<file path="src/rtl/sr_latch_writer.sv">
// sr_latch_writer
// Drive-side write controller for an external SR latch. A valid/ready request
// becomes a mutually exclusive S or R pulse of PULSE_CYC cycles, followed by
// RECOVER_CYC cycles with both drives low. The latch is then read back through a
// two-flop synchroniser, and the controller reports done/err and updates its
// write and error counters.
module sr_latch_writer #(
  parameter int PULSE_CYC   = 2,
  parameter int RECOVER_CYC = 2,
  parameter int CNT_W       = 8
) (
  input  logic             clk,
  input  logic             rst,
  input  logic             wr_valid,
  input  logic             wr_data,
  output logic             wr_ready,
  output logic             s_out,
  output logic             r_out,
  input  logic             q_in,
  output logic             done,
  output logic             err,
  output logic [CNT_W-1:0] wr_cnt,
  output logic [CNT_W-1:0] err_cnt
);

  typedef enum logic [1:0] {
    ST_IDLE    = 2'd0,
    ST_PULSE   = 2'd1,
    ST_RECOVER = 2'd2,
    ST_DONE    = 2'd3
  } state_t;

  // The phase counter has to reach the longer of the two timed phases.
  localparam int PH_MAX = (PULSE_CYC > RECOVER_CYC) ? PULSE_CYC : RECOVER_CYC;
  localparam int PH_W   = (PH_MAX < 2) ? 1 : $clog2(PH_MAX + 1);

  localparam logic [PH_W-1:0]  PH_PULSE_LAST   = PH_W'(PULSE_CYC - 1);
  localparam logic [PH_W-1:0]  PH_RECOVER_LAST = PH_W'(RECOVER_CYC - 1);
  localparam logic [CNT_W-1:0] CNT_ONE         = CNT_W'(1);
  localparam logic [CNT_W-1:0] CNT_ALL_ONES    = {CNT_W{1'b1}};

  state_t          state_r;
  state_t          state_s;
  logic [PH_W-1:0] ph_cnt_r;
  logic [PH_W-1:0] ph_cnt_s;
  logic            data_r;
  logic            data_s;
  logic            q_meta_r;
  logic            q_sync_r;
  logic            mismatch_s;

  // Saturating increment used by the error counter.
  function automatic logic [CNT_W-1:0] sat_inc(input logic [CNT_W-1:0] val);
    if (val == CNT_ALL_ONES) begin
      sat_inc = val;
    end else begin
      sat_inc = val + CNT_ONE;
    end
  endfunction

  // Only the second flop of the synchroniser is ever compared.
  assign mismatch_s = (q_sync_r != data_r);

  // Two-flop synchroniser for the asynchronous latch readback.
  always_ff @(posedge clk) begin
    if (rst) begin
      q_meta_r <= 1'b0;
      q_sync_r <= 1'b0;
    end else begin
      q_meta_r <= q_in;
      q_sync_r <= q_meta_r;
    end
  end

  // FSM state, phase counter and captured write value.
  always_ff @(posedge clk) begin
    if (rst) begin
      state_r  <= ST_IDLE;
      ph_cnt_r <= {PH_W{1'b0}};
      data_r   <= 1'b0;
    end else begin
      state_r  <= state_s;
      ph_cnt_r <= ph_cnt_s;
      data_r   <= data_s;
    end
  end

  // Next-state logic. The write value is captured only when a request is accepted.
  always_comb begin
    state_s  = state_r;
    ph_cnt_s = ph_cnt_r;
    data_s   = data_r;
    case (state_r)
      ST_IDLE: begin
        if (wr_valid) begin
          state_s  = ST_PULSE;
          ph_cnt_s = {PH_W{1'b0}};
          data_s   = wr_data;
        end else begin
          state_s  = ST_IDLE;
        end
      end
      ST_PULSE: begin
        if (ph_cnt_r == PH_PULSE_LAST) begin
          state_s  = ST_RECOVER;
          ph_cnt_s = {PH_W{1'b0}};
        end else begin
          ph_cnt_s = ph_cnt_r + PH_W'(1);
        end
      end
      ST_RECOVER: begin
        if (ph_cnt_r == PH_RECOVER_LAST) begin
          state_s  = ST_DONE;
          ph_cnt_s = {PH_W{1'b0}};
        end else begin
          ph_cnt_s = ph_cnt_r + PH_W'(1);
        end
      end
      ST_DONE: begin
        state_s = ST_IDLE;
      end
      default: begin
        state_s  = ST_IDLE;
        ph_cnt_s = {PH_W{1'b0}};
      end
    endcase
  end

  // Registered outputs, decoded from the next state so that they change on the
  // same edge as the state. S and R are both qualified by the single PULSE
  // decode and by opposite polarities of one bit, so they can never be high
  // together. Reset forces both low.
  always_ff @(posedge clk) begin
    if (rst) begin
      s_out    <= 1'b0;
      r_out    <= 1'b0;
      wr_ready <= 1'b1;
      done     <= 1'b0;
      err      <= 1'b0;
      wr_cnt   <= {CNT_W{1'b0}};
      err_cnt  <= {CNT_W{1'b0}};
    end else begin
      s_out    <= (state_s == ST_PULSE) &  data_s;
      r_out    <= (state_s == ST_PULSE) & ~data_s;
      wr_ready <= (state_s == ST_IDLE);
      done     <= (state_s == ST_DONE);
      err      <= (state_s == ST_DONE) & mismatch_s;
      if (state_s == ST_DONE) begin
        wr_cnt <= wr_cnt + CNT_ONE;
        if (mismatch_s) begin
          err_cnt <= sat_inc(err_cnt);
        end else begin
          err_cnt <= err_cnt;
        end
      end else begin
        wr_cnt  <= wr_cnt;
        err_cnt <= err_cnt;
      end
    end
  end

endmodule

</file>
<file path="config.mk">
export PLATFORM = sky130hd
export DESIGN_NAME = sr_latch_writer
export DESIGN_NICKNAME = d
export VERILOG_FILES = /design/src/rtl/sr_latch_writer.sv
export SDC_FILE = /design/constraint.sdc
export NUM_CORES = 1
export LEC_CHECK = 0
export ABC_AREA = 0
export CORE_ASPECT_RATIO = 0.5
export CORE_MARGIN = 3
export CORE_UTILIZATION = 25
export CTS_CLUSTER_DIAMETER = 200
export DETAILED_ROUTE_END_ITERATION = 8
export SLEW_MARGIN = 10
export SYNTH_ARGS = -nofsm -noshare
export SYNTH_HDL_FRONTEND = slang
export SYNTH_SLANG_ARGS = --single-unit
</file>
<file path="constraint.sdc">
create_clock -name clk -period 4.1 [get_ports clk]
set_input_delay 0.82 -clock clk [delete_from_list [all_inputs] [get_ports clk]]
set_output_delay 0.82 -clock clk [all_outputs]
set_load 0.03 [all_outputs]
</file>
==> results_dict.tcl <==
set metrics [dict create \
    syn_avg_cell_area_um2 9.15 \
    start_kind "register" \
    r2r_cells 6 \
    tritoncts "done" \
    synth_top_area_share_pct 41.9 \
    pin_count 26 \
    postSynth.asyncResetShare_pct 0 \
    core_area_um2 5040 \
    p_sw_w 0.000110 \
    max_stage_delay_ps 710 \
    first_global_vias 1072 \
    die_x_um 109 \
    total_power_w 0.000533 \
    crit_required_ps 3280 \
    dieArea_um2 6310 \
    p_int_w 0.000422 \
    holdBufCountCts 0 \
    synth_mux_area_share_pct 4.87 \
    dr.pass1.iters 6 \
    path_buf_inv 1 \
    hold_path.class "register to register" \
    synthCells 146 \
    ctsResizeCount 0 \
    wirelength_mm 2.63 \
    fp-row-count 18 \
    critPathSlowestCell "clkdlybuf4s50_1" \
    synth_top_family_by_area "simple AND/OR/NAND/NOR gates" \
    final.setup.tns_ps 0 \
    crit_path_end_kind "primary output" \
    grt_usage_pct 8.56 \
    clock_latency_ps 270 \
    place_ws_ps 1870 \
    switching_share_pct 20.7 \
    area_delta_synth_final_pct 28.7 \
    path_class "register to primary output" \
    skew_ps 4.85 \
    synthTopCellsByCount "dfxtp_1 (28), nor2_1 (19), nand3_1 (9)" \
    ys_types 36 \
    cts.sinks 28 \
    clk_pin_slew_worst_paths_ps 100 \
    hold_viol_final 0 \
    p_leak_nw 0.645 \
    postSynthNetCount 158 \
    synth.most_common_cell "dfxtp_1" \
    crit_fanout 6 \
    path_cells "clkdlybuf4s50_1" \
    critPathArrivalTime_ps 1440 \
    viasPerCell 4.44 \
    drv_cap 0 \
    clockBufferDepth 2 \
    synth.area.top_cells "dfxtp_1 (42%), ha_1 (6.6%), nor2_1 (5.3%)" \
    root_buffer "clkbuf_8" \
    synth_compound_area_share_pct 6.65 \
    ir_worst_vdd_v 0.000129 \
    worstMarginPinSlew_ps 897 \
    die-height_um 57.7 \
    hold_depth 1 \
    synthXorXnorAreaFrac_pct 4.59 \
    fin_crit_ps 2260 \
    fin_area_um2 1720 \
    maxSlewHeadroom_pct 40.2 \
    path_depth 1 \
    cts_inserted_buffers 3 \
    finalSetupViolations 0 \
    critPathTopFamily "buffers and inverters" \
    max_freq_ghz 0.443 \
    synth_seq_cells 28 \
    post-cts-setup-buffer-count 0 \
    start_util_pct 26.5 \
    via_count 1065 \
    synth_ff_type "dfxtp_1" \
    antenna_cells 0 \
    synth-edff-count 0 \
    place.gp.congestion 0.744 \
    power.density_nw_per_um2 310 \
    place_area_um2 1650 \
    antenna_left 0 \
    synth_top_area_cell "dfxtp_1" \
    synth.cell_area_um2 1340 \
    drive_above_1_share_pct 8.82 \
    final.fill_count 522 \
    htreeDepth 1 \
    yosys_warnings 0 \
    pwr-share-clk_pct 40.7 \
    post-route-drc-count 0 \
    yosysSeqAreaShare_pct 41.9 \
    rsz0062_at_grt "false" \
    drt_iter0_drc 28 \
    seqPwrFrac_pct 52.2 \
    p_comb_share_pct 7.1 \
    grt_max_degree 24 \
    port_buffers 25 \
    wl_per_cell_um 11.0 \
    grt-ovfl-total 0 \
    status "completed" \
    yosys.area_share.simple_pct 31.2 \
    fin_crit_sh_pct 55.0 \
    hold-worst-slack_ps 440 \
    antenna_found_initial 0 \
    nNetsFinal 183 \
    synthAdderAreaFrac_pct 6.55 \
    dpl.hpwl_mm 1.99 \
    grt_pass1_wl_mm 4.40 \
    fin_ws_ps 1840 \
    drv_slew 0 \
]
layout by cell type, fill, tap and decap left out, types with 2 or more instances in the layout:
| master | Yosys | layout |
|---|---|---|
| mux2_2 | 4 | 4 |
| nand2_1 | 6 | 6 |
| nor3_1 | 4 | 4 |
| a21oi_1 | 5 | 5 |
| dfxtp_1 | 28 | 28 |
| mux2i_1 | 2 | 2 |
| and2b_2 | 2 | 2 |
| clkdlybuf4s50_1 | 0 | 25 |
| and2_1 | 2 | 2 |
| and3_1 | 5 | 5 |
| nor2b_1 | 7 | 7 |
| nor4_1 | 5 | 5 |
| nor2_1 | 19 | 19 |
| ha_1 | 7 | 7 |
| xnor2_1 | 7 | 7 |
| and4b_1 | 2 | 2 |
| inv_1 | 6 | 6 |
| nand2b_1 | 3 | 3 |
| clkbuf_8 | 0 | 3 |
| nand3_1 | 9 | 9 |
| o21ai_0 | 3 | 3 |
area by class of cell:
cell class	instances	area, um^2	area share, %
repair buffers	26	258	15.0
multi-input cells	106	719	41.8
clock buffers	3	41.3	2.40
clock inverters	1	30.0	1.75
flip-flops and latches	28	561	32.6
inverters	6	22.5	1.31
well taps	70	87.6	5.09
metrics by stage:
step / instances / utilization (%)
floorplan: 146 / -
global placement: 236 / 32.7
detailed placement: 236 / 32.7
CTS: 240 / 34.1
global route: 240 / 34.1
finish: 240 / 34.1
cell families (layout without fill, tap and decap cells):
| kind of cell | count (synthesis) | count (layout) |
|---|---|---|
| AOI/OAI and AO/OA | 14 | 14 |
| DFF | 28 | 28 |
| muxes | 6 | 6 |
| and+or+nand+nor | 72 | 72 |
| adders and majority gates | 7 | 7 |
| xor gates and xnor gates | 7 | 7 |
| buffers and inverters | 12 | 36 |
registers in the layout (all words and copies together) (netlist names):
name / count
done: 1
s_out: 1
q_sync_r: 1
ph_cnt_r: 2
r_out: 1
q_meta_r: 1
err_cnt: 8
wr_cnt: 8
data_r: 1
err: 1
state_r: 2
wr_ready: 1
per-layer routing:
metal	part of all wire [%]	track usage [%]	vias to the layer above
met5	0	0	-
met4	0.84	2.13	0
met3	3.9	2.34	4
met2	51	16.7	12
met1	45	9.15	495
li1	-	-	554
path summary, 6_finish.rpt:
check | slack (ps) | to | startpoint
setup / recovery | 1840 | err_cnt[0] | err_cnt[0]$_SDFFE_PP0P_
hold / removal | 440 | q_sync_r$_SDFF_PP0_ | q_meta_r$_SDFF_PP0_
setup reg to reg | 1920 | err_cnt[2]$_SDFFE_PP0P_ | state_r[1]$_SDFF_PP0_
hold reg to reg | 440 | q_sync_r$_SDFF_PP0_ | q_meta_r$_SDFF_PP0_
power groups by stage:
stage / combinational [W] / sequential [W] / clock, W
2_1_floorplan: 0.0000231 / 0.000287 / 0
3_3_place_gp: 0.0000373 / 0.000284 / 0
3_5_place_dp: 0.0000384 / 0.000284 / 0
4_1_cts: 0.0000385 / 0.000278 / 0.000222
5_1_grt: 0.0000419 / 0.000278 / 0.000231
6_report: 0.0000380 / 0.000278 / 0.000217
Power figures use the tool's default switching activity.
